==> config.mk <==
export PLATFORM = sky130hd
export DESIGN_NAME = mem_requester
export DESIGN_NICKNAME = d
export VERILOG_FILES = /design/src/rtl/mem_requester.sv
export SDC_FILE = /design/constraint.sdc
export NUM_CORES = 1
export LEC_CHECK = 0
export ABC_CLOCK_PERIOD_IN_PS = 7100
export CAP_MARGIN = 20
export CORE_MARGIN = 5
export CORE_UTILIZATION = 47
export DETAILED_ROUTE_END_ITERATION = 10
export GPL_TIMING_DRIVEN = 1
export PLACE_DENSITY = 0.94
export SLEW_MARGIN = 0
export SYNTH_ARGS = -nofsm -noshare
export SYNTH_HDL_FRONTEND = slang
export SYNTH_SLANG_ARGS = --single-unit
==> constraint.sdc <==
create_clock -name clk -period 7.1 [get_ports clk]
set_clock_uncertainty 0.05 [all_clocks]
set_input_delay 2.13 -clock clk [delete_from_list [all_inputs] [get_ports clk]]
set_output_delay 2.13 -clock clk [all_outputs]
set_load 0.1 [all_outputs]
==> src/rtl/mem_requester.sv <==
// Single-outstanding memory requester: validates a load/store request, drives the
// RAM controller port, and returns one response per request (error, store ack or load data).
module mem_requester #(
  parameter int unsigned TIMEOUT = 15,
  parameter logic [14:0] BASE_HI = 15'h4000
) (
  input  logic        clk,
  input  logic        rst,
  input  logic        req_valid,
  output logic        req_ready,
  input  logic [1:0]  req_op,
  input  logic [1:0]  req_size,
  input  logic        req_unsigned,
  input  logic [31:0] req_addr,
  input  logic [31:0] req_wdata,
  output logic        resp_valid,
  input  logic        resp_ready,
  output logic [31:0] resp_data,
  output logic        resp_err,
  output logic        ram_en,
  output logic [3:0]  ram_we,
  output logic [16:0] ram_addr,
  output logic [31:0] ram_din,
  output logic [1:0]  ram_mem_op,
  output logic [1:0]  ram_mem_size,
  input  logic        ram_ready,
  input  logic        ram_read_valid,
  input  logic [31:0] ram_dout,
  output logic [1:0]  dbg_state
);

  // Handshakes: a transfer happens on a rising edge where valid && ready are both 1;
  // the sender holds payload stable while valid=1 and ready=0.

  typedef enum logic [1:0] {
    S_IDLE  = 2'd0,
    S_ISSUE = 2'd1,
    S_WAIT  = 2'd2,
    S_RESP  = 2'd3
  } state_e;

  localparam logic [1:0] OP_LOAD  = 2'b01;
  localparam logic [1:0] OP_STORE = 2'b10;
  localparam int CW = (TIMEOUT < 2) ? 1 : $clog2(TIMEOUT + 1);

  state_e        state_q, state_d;
  logic [CW-1:0] cnt_q, cnt_d, cnt_inc;
  logic [1:0]    op_q, op_d;
  logic [1:0]    size_q, size_d;
  logic          uns_q, uns_d;
  logic [16:0]   addr_q, addr_d;
  logic [3:0]    we_q, we_d;
  logic [31:0]   din_q, din_d;
  logic [31:0]   data_q, data_d;
  logic          err_q, err_d;

  logic          req_bad;
  logic [3:0]    req_we;
  logic [31:0]   req_din;
  logic [31:0]   shifted;
  logic [31:0]   load_val;
  logic          complete;

  always_comb begin
    req_bad = 1'b0;
    req_we  = 4'b0000;
    req_din = 32'h0;
    if (req_op != OP_LOAD && req_op != OP_STORE) req_bad = 1'b1;
    if (req_size == 2'b11) req_bad = 1'b1;
    if (req_size == 2'b01 && req_addr[0]) req_bad = 1'b1;
    if (req_size == 2'b10 && req_addr[1:0] != 2'b00) req_bad = 1'b1;
    if (req_addr[31:17] != BASE_HI) req_bad = 1'b1;
    if (req_op == OP_STORE) begin
      case (req_size)
        2'b00: begin
          req_we  = 4'b0001 << req_addr[1:0];
          req_din = {4{req_wdata[7:0]}};
        end
        2'b01: begin
          req_we  = 4'b0011 << {req_addr[1], 1'b0};
          req_din = {2{req_wdata[15:0]}};
        end
        2'b10: begin
          req_we  = 4'b1111;
          req_din = req_wdata;
        end
        default: begin
          req_we  = 4'b0000;
          req_din = 32'h0;
        end
      endcase
    end
  end

  always_comb begin
    shifted  = ram_dout >> {addr_q[1:0], 3'b000};
    load_val = shifted;
    case (size_q)
      2'b00:   load_val = {{24{~uns_q & shifted[7]}}, shifted[7:0]};
      2'b01:   load_val = {{16{~uns_q & shifted[15]}}, shifted[15:0]};
      default: load_val = shifted;
    endcase
  end

  // cnt_q is zero only in the first WAIT cycle, which masks a stale sticky read_valid.
  assign cnt_inc  = cnt_q + CW'(1);
  assign complete = (cnt_q != '0) && ram_ready && ((op_q == OP_STORE) || ram_read_valid);

  always_comb begin
    state_d = state_q;
    cnt_d   = cnt_q;
    op_d    = op_q;
    size_d  = size_q;
    uns_d   = uns_q;
    addr_d  = addr_q;
    we_d    = we_q;
    din_d   = din_q;
    data_d  = data_q;
    err_d   = err_q;
    case (state_q)
      S_IDLE: begin
        if (req_valid) begin
          op_d    = req_op;
          size_d  = req_size;
          uns_d   = req_unsigned;
          addr_d  = req_addr[16:0];
          we_d    = req_bad ? 4'b0000 : req_we;
          din_d   = req_bad ? 32'h0 : req_din;
          cnt_d   = '0;
          data_d  = 32'h0;
          err_d   = req_bad;
          state_d = req_bad ? S_RESP : S_ISSUE;
        end
      end
      S_ISSUE: begin
        if (ram_ready) state_d = S_WAIT;
      end
      S_WAIT: begin
        if (complete) begin
          if (op_q == OP_LOAD) data_d = load_val;
          state_d = S_RESP;
        end else begin
          cnt_d = cnt_inc;
          if (cnt_inc == CW'(TIMEOUT)) begin
            err_d   = 1'b1;
            state_d = S_RESP;
          end
        end
      end
      S_RESP: begin
        if (resp_ready) state_d = S_IDLE;
      end
      default: state_d = S_IDLE;
    endcase
  end

  always_ff @(posedge clk or posedge rst) begin
    if (rst) begin
      state_q <= S_IDLE;
      cnt_q   <= '0;
      op_q    <= 2'b00;
      size_q  <= 2'b00;
      uns_q   <= 1'b0;
      addr_q  <= 17'h0;
      we_q    <= 4'b0000;
      din_q   <= 32'h0;
      data_q  <= 32'h0;
      err_q   <= 1'b0;
    end else begin
      state_q <= state_d;
      cnt_q   <= cnt_d;
      op_q    <= op_d;
      size_q  <= size_d;
      uns_q   <= uns_d;
      addr_q  <= addr_d;
      we_q    <= we_d;
      din_q   <= din_d;
      data_q  <= data_d;
      err_q   <= err_d;
    end
  end

  assign req_ready    = (state_q == S_IDLE) && !rst;
  assign ram_en       = (state_q == S_ISSUE) || ((state_q == S_WAIT) && !ram_ready);
  assign resp_valid   = (state_q == S_RESP);
  assign resp_data    = data_q;
  assign resp_err     = err_q;
  assign ram_we       = we_q;
  assign ram_din      = din_q;
  assign ram_addr     = addr_q;
  assign ram_mem_op   = op_q;
  assign ram_mem_size = size_q;
  assign dbg_state    = state_q;

endmodule

==> results.md, run 1 <==
- Post-DP HPWL: 12.00 mm
- Worst path slowest cell: clkdlybuf4s50_1
- Setup ws final: 1.875 ns
- Post_cts resized: 0
- Crit-path max FO: 3
- Rel. slew slack: 0.3091
- DR WL/cell: 18.67 um
- Yosys top cell area share: 0.4861
- Routability cong.: 0.8891
- Largest net degree at the start of global routing: 85
- Pre-CTS setup slack: 1.877 ns
- Fillers: 805
- Startpoint Class: input port
- Router iterations before antenna repair: 5
- Final Core Density: 0.7029
- Critical Path RT: 4.92 ns
- Critical path arrival: 3.05 ns
- Clk buf depth: 2
- Placed cell areas: 0.007068 mm^2
- Tightest Pin Transition: 1.033 ns
- Worst hold margin: 0.4337 ns
- EDFF count, synth: 0
- Post-route antenna net violation count: 0
- Fraction of layout cells with a size suffix above 1: 0.08217
- Post-CTS Setup Inserts: 0
- Num rows: 37
- Routed vias/inst: 5.581
- Final #Nets: 828
- Fin area: 0.007257 mm^2
- Seq/Total Area, Yosys: 0.4861
- Worst-skew pair later-pin latency: 0.36 ns
- CP Class: input port to output port
- Endpoints failing setup: 0
- Total area of sequential cells: 0.002427 mm^2
- Crit path cell chain: clkdlybuf4s50_1 -> o21ai_0 -> buf_4
- Synth area leaders: dfrtp_1 (49%), nand2_1 (10%), mux2i_1 (4.2%)
- Total GRT Usage: 0.2483
- Starting DRT DRC Count: 310
- Cells after Synth: 532
- Die area: 0.01279 mm^2
- Die Y: 113.1 um
- IO buf count: 201
- Syn_area_per_cell: 9.386 um^2
- Tmin final: 5.225 ns
- Pins Over Slew Limit: 0
- Post-placement cell count: 838
- CP Capture Type: output port
- Clock-pin slew on the worst setup and hold paths: 0.09 ns
- Vias in the first global route: 4879
- CTS tree: done
- Grt ovf: 0
- Setup TNS: 0 ns
- Root buffer cell: clkbuf_8
- Max Cap Violations: 0
- Cts bufs inserted: 9
- Die W: 113.1 um
- Fmax: 191.4 MHz
- PwrDens: 401.0 mW/mm^2
- Area Overhead vs Synth: 45.33%
- Initial antenna violation count: 0
- ANT cells: 0
- Cts hold-fix bufs: 0
- Critical Path Max Stage Delay: 0.44 ns
- Leading register cell type out of synthesis: dfrtp_1
- Peak supply drop: 0.0002856 V
- Synth unique cells: 48
- Vias: 4766
- Overall power: 2.910 mW
- Async set-reset flop share out of synthesis: 1.000
- First-pass GRT wire length: 25.32 mm
- Mapped Area: 0.004994 mm^2
- Sink Count: 97
- Multi-input gate area: 0.002351 mm^2
- Yosys top cell by area: dfrtp_1
- # IOs: 202
- Non-filler instance count after layout: 854
- Post-route DRC: 0
- Outcome: finished clean
- Htree depth: 3
- Hold Path Class: register to register
- Core footprint: 0.01032 mm^2
- Fin crit share: 0.7359
- Initial Util: 0.4837
- Leak Pwr: 3.077 nW
- FF+latch count, synth: 97
- RSZ-0062 raised after global routing: no
- Synth warn: 0
- Post-Route WL: 15.94 mm
- Final Hold Vio Count: 0
- Syn_nets: 647
==> cell families (layout without fill, tap and decap cells) <==
kind of cell,after synthesis,in the layout,synth area share
fa+ha+maj,8,8,0.02005
buf+inv,49,235,0.04510
simple gates,204,204,0.1814
flops,97,97,0.4861
mux,32,32,0.06991
compound gates,142,142,0.1974
==> layout make-up <==
type / count / area share
Timing Repair Buffer: 207 / 0.2855
Sequential cell: 97 / 0.3345
Clock buffer: 12 / 0.01862
Tap cell: 136 / 0.02345
Inverter: 12 / 0.006552
Multi-Input combinational cell: 386 / 0.3240
Clock inverter: 4 / 0.007414
==> power by group <==
part	total [mW]	switching (mW)	internal [mW]
Combinational	1.78	1.31	0.465
Clock	0.358	0.194	0.164
Sequential	0.777	0.107	0.670
Total	2.91	1.61	1.30
==> layer usage <==
| layer | share of wire | track usage | wire [um] | vias up |
|---|---|---|---|---|
| li1 | - | - | - | 2230 |
| met1 | 0.39 | 0.2955 | 6185 | 2261 |
| met2 | 0.49 | 0.4269 | 7823 | 241 |
| met3 | 0.092 | 0.07219 | 1473 | 34 |
| met4 | 0.029 | 0.09054 | 457 | 0 |
| met5 | 0 | 0 | 0 | - |
==> layout by cell type (no fill, tap or decap), types with 2 or more instances in the layout <==
cell type        count
clkdlybuf4s50_1    199
nand2_1            137
dfrtp_1             97
a21oi_1             37
o21ai_0             34
o31ai_1             27
nor2_1              23
mux2i_1             21
nor2b_1             18
a221o_2             15
inv_1               10
mux2_2              10
clkbuf_8             9
ha_1                 8
buf_4                7
nor4_1               6
a211oi_1             6
o41ai_1              6
nand2b_1             5
nor4b_1              3
o21ai_1              3
clkbuf_1             3
nand4_2              2
nand3_1              2
clkinvlp_4           2
==> cell usage after synthesis (2+ instances only) <==
| library cell | n |
|---|---|
| buf_2 | 9 |
| dfrtp_1 | 97 |
| ha_1 | 8 |
| nand2b_1 | 5 |
| buf_6 | 3 |
| buf_1 | 2 |
| a211oi_1 | 6 |
| clkbuf_1 | 21 |
| o31ai_1 | 27 |
| nor4b_1 | 3 |
| mux2_2 | 10 |
| o41ai_1 | 6 |
| o21ai_0 | 34 |
| nor2b_1 | 18 |
| nand3_1 | 2 |
| nand2_1 | 138 |
| mux2i_1 | 21 |
| a221o_2 | 15 |
| a21oi_1 | 37 |
| nor4_1 | 6 |
| nand4_2 | 2 |
| nor2_1 | 23 |
| inv_1 | 11 |
| o21ai_1 | 3 |
| buf_4 | 2 |
==> final timing paths <==
path,start,end,slack (ns),cells after the start
hold / removal,ram_din[1],ram_din[1],0.43,2
setup / recovery,ram_ready,ram_en,1.87,3
max in group asynchronous,rst,ram_mem_op[0],3.79,3
min in group asynchronous,rst,dbg_state[0],2.16,2
setup reg to reg,dbg_state[0],resp_data[17],4.52,7
hold reg to reg,ram_din[1],ram_din[1],0.43,2
==> critical path, delay by kind of cell <==
kind                   cells  cell delay [ns]
buffers and inverters      2             0.75
AO/OA/AOI/OAI              1             0.16
==> state kept, by name, indices dropped and copies added (netlist names) <==
name,flops
cnt_q,4
ram_we,4
resp_err,1
ram_addr,17
resp_data,32
dbg_state,2
ram_din,32
ram_mem_size,2
uns_q,1
ram_mem_op,2
Power figures use the tool's default switching activity.
==> inputs of run 2 (changes only) <==
ABC_CLOCK_PERIOD_IN_PS = 4970   (was 7100)
CORE_UTILIZATION = 44   (was 47)
PLACE_DENSITY = 0.89   (was 0.94)
clock period = 4.97 ns   (was 7.1 ns; I/O delays follow)
==> run 2 against run 1 <==
Effect of this change:
- final area increased by 1.6%
- critical path type unchanged
- hold slack got worse by 0.0075 ns
- cell count increased by 1.3%
- via count increased by 0.10%
- core utilization decreased by 4.9 points
- clock-buffer cell count decreased by 1
- sequential cell count unchanged
- worst setup slack got worse by 0.83 ns
- die area increased by 6.2%
==> results.md, run 2 (synthesis results as in run 1) <==
- RSZ-0062 raised after global routing: no (unchanged)
- Post-CTS Setup Inserts: 0 (unchanged)
- Hold Path Class: register to register (unchanged)
- Endpoints failing setup: 0 (unchanged)
- Area Overhead vs Synth: 47.68% (was 45.33%)
- Initial antenna violation count: 1 (was 0)
- Setup ws final: 1.041 ns (was 1.875 ns)
- Fmax: 254.5 MHz
- Num rows: 39 (was 37)
- Post-DP HPWL: 12.06 mm (was 12.00 mm)
- IO buf count: 201 (unchanged)
- Post-route antenna net violation count: 0 (unchanged)
- Vias: 4771 (was 4766)
- Root buffer cell: clkbuf_16 (was clkbuf_8)
- Largest net degree at the start of global routing: 85 (unchanged)
- Die W: 116.5 um (was 113.1 um)
- Critical path arrival: 2.39 ns (was 3.05 ns)
- Grt ovf: 0 (unchanged)
- Starting DRT DRC Count: 366 (was 310)
- Worst-skew pair later-pin latency: 0.34 ns (was 0.36 ns)
- Post-route DRC: 0 (unchanged)
- Die Y: 116.5 um (was 113.1 um)
- Startpoint Class: input port (unchanged)
- Combinational power share: 0.583 (was 0.610)
- Initial Util: 0.4430 (was 0.4837)
- Fraction of layout cells with a size suffix above 1: 0.09293 (was 0.08217)
- Max Cap Violations: 0 (unchanged)
- PwrDens: 586.9 mW/mm^2 (was 401.0 mW/mm^2)
- Pins Over Slew Limit: 0 (unchanged)
- Core footprint: 0.01127 mm^2 (was 0.01032 mm^2)
- Clk buf depth: 2 (unchanged)
- Leak Pwr: 3.146 nW (was 3.077 nW)
- Cts hold-fix bufs: 0 (unchanged)
- Critical Path RT: 3.43 ns (was 4.92 ns)
- Tmin final: 3.929 ns
- Outcome: finished clean (unchanged)
- Clock-pin slew on the worst setup and hold paths: 0.07 ns (was 0.09 ns)
- Tightest Pin Transition: 1.031 ns (was 1.033 ns)
- Cts bufs inserted: 9 (unchanged)
- Worst reg2reg path depth: 7 (unchanged)
- Commonest cells after routing, fill and taps aside: clkdlybuf4s50_1 (197), nand2_1 (137), dfrtp_1 (97) (was clkdlybuf4s50_1 (199), nand2_1 (137), dfrtp_1 (97))
- Die area: 0.01358 mm^2 (was 0.01279 mm^2)
- Post_cts resized: 0 (unchanged)
- R2r setup slk: 2.27 ns (was 4.52 ns)
- CP Capture Type: output port (unchanged)
- Sink Count: 97 (unchanged)
- Htree depth: 3 (unchanged)
- Rel. slew slack: 0.3103 (was 0.3091)
- Final #Nets: 831 (was 828)
- Commonest non-fill, non-tap cell in the layout: clkdlybuf4s50_1 (unchanged)
- Sequential Power Share: 0.258 (was 0.267)
- Fin crit share: 0.7905
- First-pass GRT wire length: 25.21 mm (was 25.32 mm)
- Final Hold Vio Count: 0 (unchanged)
- Routed vias/inst: 5.516 (was 5.581)
- # IOs: 202 (unchanged)
- Switching power: 2.340 mW (was 1.610 mW)
- Pre-CTS setup slack: 1.036 ns (was 1.877 ns)
- WHS Path Cells: 2 (unchanged)
- CTS tree: done (unchanged)
- Total GRT Usage: 0.2361 (was 0.2483)
- Crit-path max FO: 3 (unchanged)
- Peak supply drop: 0.0004432 V (was 0.0002856 V)
- Post-Route WL: 16.16 mm (was 15.94 mm)
- DR WL/cell: 18.69 um (was 18.67 um)
- Vias in the first global route: 4960 (was 4879)
- Switching portion of total power: 0.5406 (was 0.5535)
- CP Class: input port to output port (unchanged)
- Clock power share: 0.159 (was 0.123)
- Routability cong.: 0.8675 (was 0.8891)
- Router iterations before antenna repair: 5 (unchanged)
- Setup TNS: 0 ns (unchanged)
- Int Pwr: 1.988 mW (was 1.299 mW)
-- run 2: final cells by class --
| cell class | instances | area (um^2) |
|---|---|---|
| sequential | 97 | 2427 |
| inverter | 12 | 47.55 |
| timing repair buffer | 210 | 2069 |
| clock buffer | 11 | 252.7 |
| multi-input combinational | 386 | 2351 |
| antenna | 1 | 2.502 |
| clock inverter | 5 | 45.04 |
| tap | 143 | 178.9 |
| fill | 851 | 3897 |
-- run 2: worst max-delay path, stage by stage --
cell and delay (ns):
clkdlybuf4s50_1 0.45, o21ai_1 0.13, buf_4 0.31
-- run 2: per-stage QoR --
step	instance area, um^2	hold WS [ns]	instances	util	total power [mW]
after detailed placement	7074	0.4110	848	0.6276	3.652
after CTS	7372	0.4287	864	0.6540	4.349
final	7375	0.4262	865	0.6542	4.328
after global placement	7074	0.4089	848	0.6276	3.600
after global routing	7375	0.4442	865	0.6542	4.525
after floorplan	4994	0.4449	532	-	3.016
-- run 2: metal layers --
layer	track usage	part of all wire
met1	0.2767	0.37
met2	0.4005	0.49
met3	0.07772	0.11
met4	0.09557	0.028
met5	0	0
-- run 2: final timing paths --
check,end,from
max,ram_en,ram_ready
min,ram_addr[12],ram_addr[12]
max reg2reg,cnt_q[2],dbg_state[0]
min reg2reg,ram_addr[12],ram_addr[12]
max in group asynchronous,ram_we[0],rst
min in group asynchronous,ram_mem_op[1],rst
-- run 2: power by group through the flow --
stage | combinational [mW] | clock (mW) | sequential [mW]
6_report | 2.52 | 0.688 | 1.12
5_1_grt | 2.65 | 0.735 | 1.14
4_1_cts | 2.53 | 0.704 | 1.11
3_5_place_dp | 2.52 | 0 | 1.13
3_3_place_gp | 2.48 | 0 | 1.12
2_1_floorplan | 0.800 | 0 | 2.22
==> inputs of run 3 (changes only) <==
ABC_CLOCK_PERIOD_IN_PS = 3300   (was 4970)
CORE_UTILIZATION = 39   (was 44)
PLACE_DENSITY = 0.84   (was 0.89)
clock period = 3.3 ns   (was 4.97 ns; I/O delays follow)
==> run 3 against run 2 <==
Effect of this change:
- final area down 1.5%
- register-to-register slack worse by 1.6 ns
- critical path depth unchanged
- routed wire length rose by 3.8%
- first-iteration DRC count fell by 7.7%
- sequential share of layout area is 0.52 points higher
- clock-buffer cell count is 2 higher
- via count is 2.1% higher
- hold slack improved by 0.0074 ns
- power increased by 51%
- combinational power grew 50%
- core utilization fell by 7.7 points
==> results.md, run 3 (synthesis results as in run 1) <==
- CP Class: input port to output port (unchanged)
- Setup TNS: 0 ns (unchanged)
- Pins Over Slew Limit: 0 (unchanged)
- Largest net degree at the start of global routing: 98 (was 85)
- Overall power: 6.555 mW (was 4.328 mW)
- CP Capture Type: output port (unchanged)
- Switching power: 3.525 mW (was 2.340 mW)
- Crit path cell chain: clkdlybuf4s50_1 -> o21ai_2 -> buf_12 (was clkdlybuf4s50_1 -> o21ai_1 -> buf_4)
- Post-DP HPWL: 12.55 mm (was 12.06 mm)
- Final #Nets: 834 (was 831)
- Cts hold-fix bufs: 0 (unchanged)
- Cts bufs inserted: 9 (unchanged)
- Multi-input gate area: 0.002357 mm^2 (was 0.002351 mm^2)
- FF-to-FF Start: ram_addr[1] (was dbg_state[0])
- Placed cell areas: 0.006963 mm^2 (was 0.007074 mm^2)
- Routability cong.: 0.9410 (was 0.8675)
- Clock-pin slew on the worst setup and hold paths: 0.06 ns (was 0.07 ns)
- Commonest cells after routing, fill and taps aside: nand2_1 (137), clkdlybuf4s50_1 (106), buf_4 (103) (was clkdlybuf4s50_1 (197), nand2_1 (137), dfrtp_1 (97))
- Die area: 0.01517 mm^2 (was 0.01358 mm^2)
- Tightest Pin Transition: 0.9473 ns (was 1.031 ns)
- Vias in the first global route: 5107 (was 4960)
- Critical path arrival: 1.83 ns (was 2.39 ns)
- Starting DRT DRC Count: 338 (was 366)
- Fin crit share: 0.8705
- Outcome: finished clean (unchanged)
- First-pass GRT wire length: 25.76 mm (was 25.21 mm)
- Hold Startpoint: resp_data[4] (was ram_addr[12])
- Critical Path RT: 2.26 ns (was 3.43 ns)
- Startpoint Class: input port (unchanged)
- Endpoints failing setup: 0 (unchanged)
- Peak supply drop: 0.0003293 V (was 0.0004432 V)
- Fraction of layout cells with a size suffix above 1: 0.2213 (was 0.09293)
- Die Y: 123.2 um (was 116.5 um)
- Int Pwr: 3.031 mW (was 1.988 mW)
- R2r setup slk: 0.64 ns (was 2.27 ns)
- Non-filler instance count after layout: 895 (was 865)
- Grt ovf: 0 (unchanged)
- Root buffer cell: clkbuf_16 (unchanged)
- Fin area: 0.007261 mm^2 (was 0.007375 mm^2)
- Fmax: 348.1 MHz
- Commonest non-fill, non-tap cell in the layout: nand2_1 (was clkdlybuf4s50_1)
- Hold Path Class: register to register (unchanged)
- Combinational power share: 0.576 (was 0.583)
- ANT cells: 0 (was 1)
- Post-placement cell count: 880 (was 848)
- Area Overhead vs Synth: 45.40% (was 47.68%)
- CP bufs+invs: 2 (unchanged)
- IO buf count: 201 (unchanged)
- Post-CTS Setup Inserts: 0 (unchanged)
- Post-route DRC: 0 (unchanged)
- Num rows: 41 (was 39)
- CP top delay family: buffers and inverters (unchanged)
- Clk buf depth: 2 (unchanged)
- Worst reg2reg path depth: 4 (was 7)
- Routed vias/inst: 5.444 (was 5.516)
- Core footprint: 0.01257 mm^2 (was 0.01127 mm^2)
- Leak Pwr: 3.333 nW (was 3.146 nW)
- Pre-CTS setup slack: 0.1354 ns (was 1.036 ns)
- Rel. slew slack: 0.3684 (was 0.3103)
- Worst r2r dst: resp_data[16] (was cnt_q[2])
- Worst path slowest cell: clkdlybuf4s50_1 (unchanged)
- Switching portion of total power: 0.5377 (was 0.5406)
- Critical path depth: 3 (unchanged)
- Worst-skew pair later-pin latency: 0.34 ns (about the same)
- Router iterations before antenna repair: 4 (was 5)
- Final Hold Vio Count: 0 (unchanged)
- Worst hold margin: 0.4336 ns (was 0.4262 ns)
- Critical Path Max Stage Delay: 0.45 ns (about the same)
- Total area of sequential cells: 0.002427 mm^2 (unchanged)
- RSZ-0062 raised after global routing: no (unchanged)
- Die W: 123.2 um (was 116.5 um)
- Hold Path End: resp_data[4] (was ram_addr[12])
- Initial antenna violation count: 0 (was 1)
- Post_cts resized: 0 (unchanged)
- Clock power share: 0.161 (was 0.159)
- Crit-path max FO: 3 (unchanged)
- DR WL/cell: 18.74 um (was 18.69 um)
- Sink Count: 97 (unchanged)
- Setup ws final: 0.4273 ns (was 1.041 ns)
- Post-Route WL: 16.77 mm (was 16.16 mm)
- Initial Util: 0.3973 (was 0.4430)
- Htree depth: 3 (unchanged)
- Fillers: 1083 (was 851)
- Post-route antenna net violation count: 0 (unchanged)
- Sequential Power Share: 0.263 (was 0.258)
- Max Cap Violations: 0 (unchanged)
- Final Core Density: 0.5777 (was 0.6542)
- # IOs: 202 (unchanged)
- CTS tree: done (unchanged)
- Total GRT Usage: 0.2171 (was 0.2361)
- Vias: 4872 (was 4771)
- Tmin final: 2.873 ns
- WHS Path Cells: 2 (unchanged)
- PwrDens: 902.9 mW/mm^2 (was 586.9 mW/mm^2)
-- run 3: cell types whose count changed in the layout (fill, tap and decap cells not counted), moves of 2 or more --
cell	previous run	this run
buf_12	0	4
buf_4	13	103
clkbuf_1	0	2
clkdlybuf4s50_1	197	106
inv_6	3	0
-- run 3: worst reg2reg max path: stages (launching register included) --
cell and delay, ns:
dfrtp_1 0.96, mux4_1 0.41, nand2b_1 0.10, a2111oi_4 0.84
a221o_2 0.24
-- run 3: cell type report --
class                   count  share of cell area
clock buffers              13             0.03584
well taps                 172             0.02964
flip-flops and latches     97              0.3343
clock inverters             2            0.005170
inverters                  12            0.006721
repair buffers            213              0.2637
multi-input cells         386              0.3247
-- run 3: worst max path at each step --
stage	endpoint	slack, ns	start
final	ram_en	0.43	ram_ready
after global routing	resp_data[22]	0.31	ram_dout[23]
after CTS	ram_en	0.42	ram_ready
after detailed placement	resp_data[16]	0.14	ram_dout[23]
after global placement	resp_data[26]	0.25	ram_dout[31]
after floorplan	ram_en	-0.26	dbg_state[1]
-- run 3: metal layers --
layer | routed length [um] | share of wire | vias up | global-route usage
met3 | 1702 | 0.10 | 48 | 0.06725
met1 | 6313 | 0.38 | 2345 | 0.2518
met5 | 0 | 0 | - | 0
met4 | 782 | 0.047 | 0 | 0.1246
met2 | 7974 | 0.48 | 237 | 0.3551
li1 | - | - | 2242 | -
-- run 3: power groups by stage --
stage	combinational [mW]	clock (mW)	sequential, mW
global route	3.96	1.13	1.75
finish	3.78	1.06	1.72
global placement	3.72	0	1.72
detailed placement	3.78	0	1.74
CTS	3.79	1.08	1.72
floorplan	1.21	0	3.34
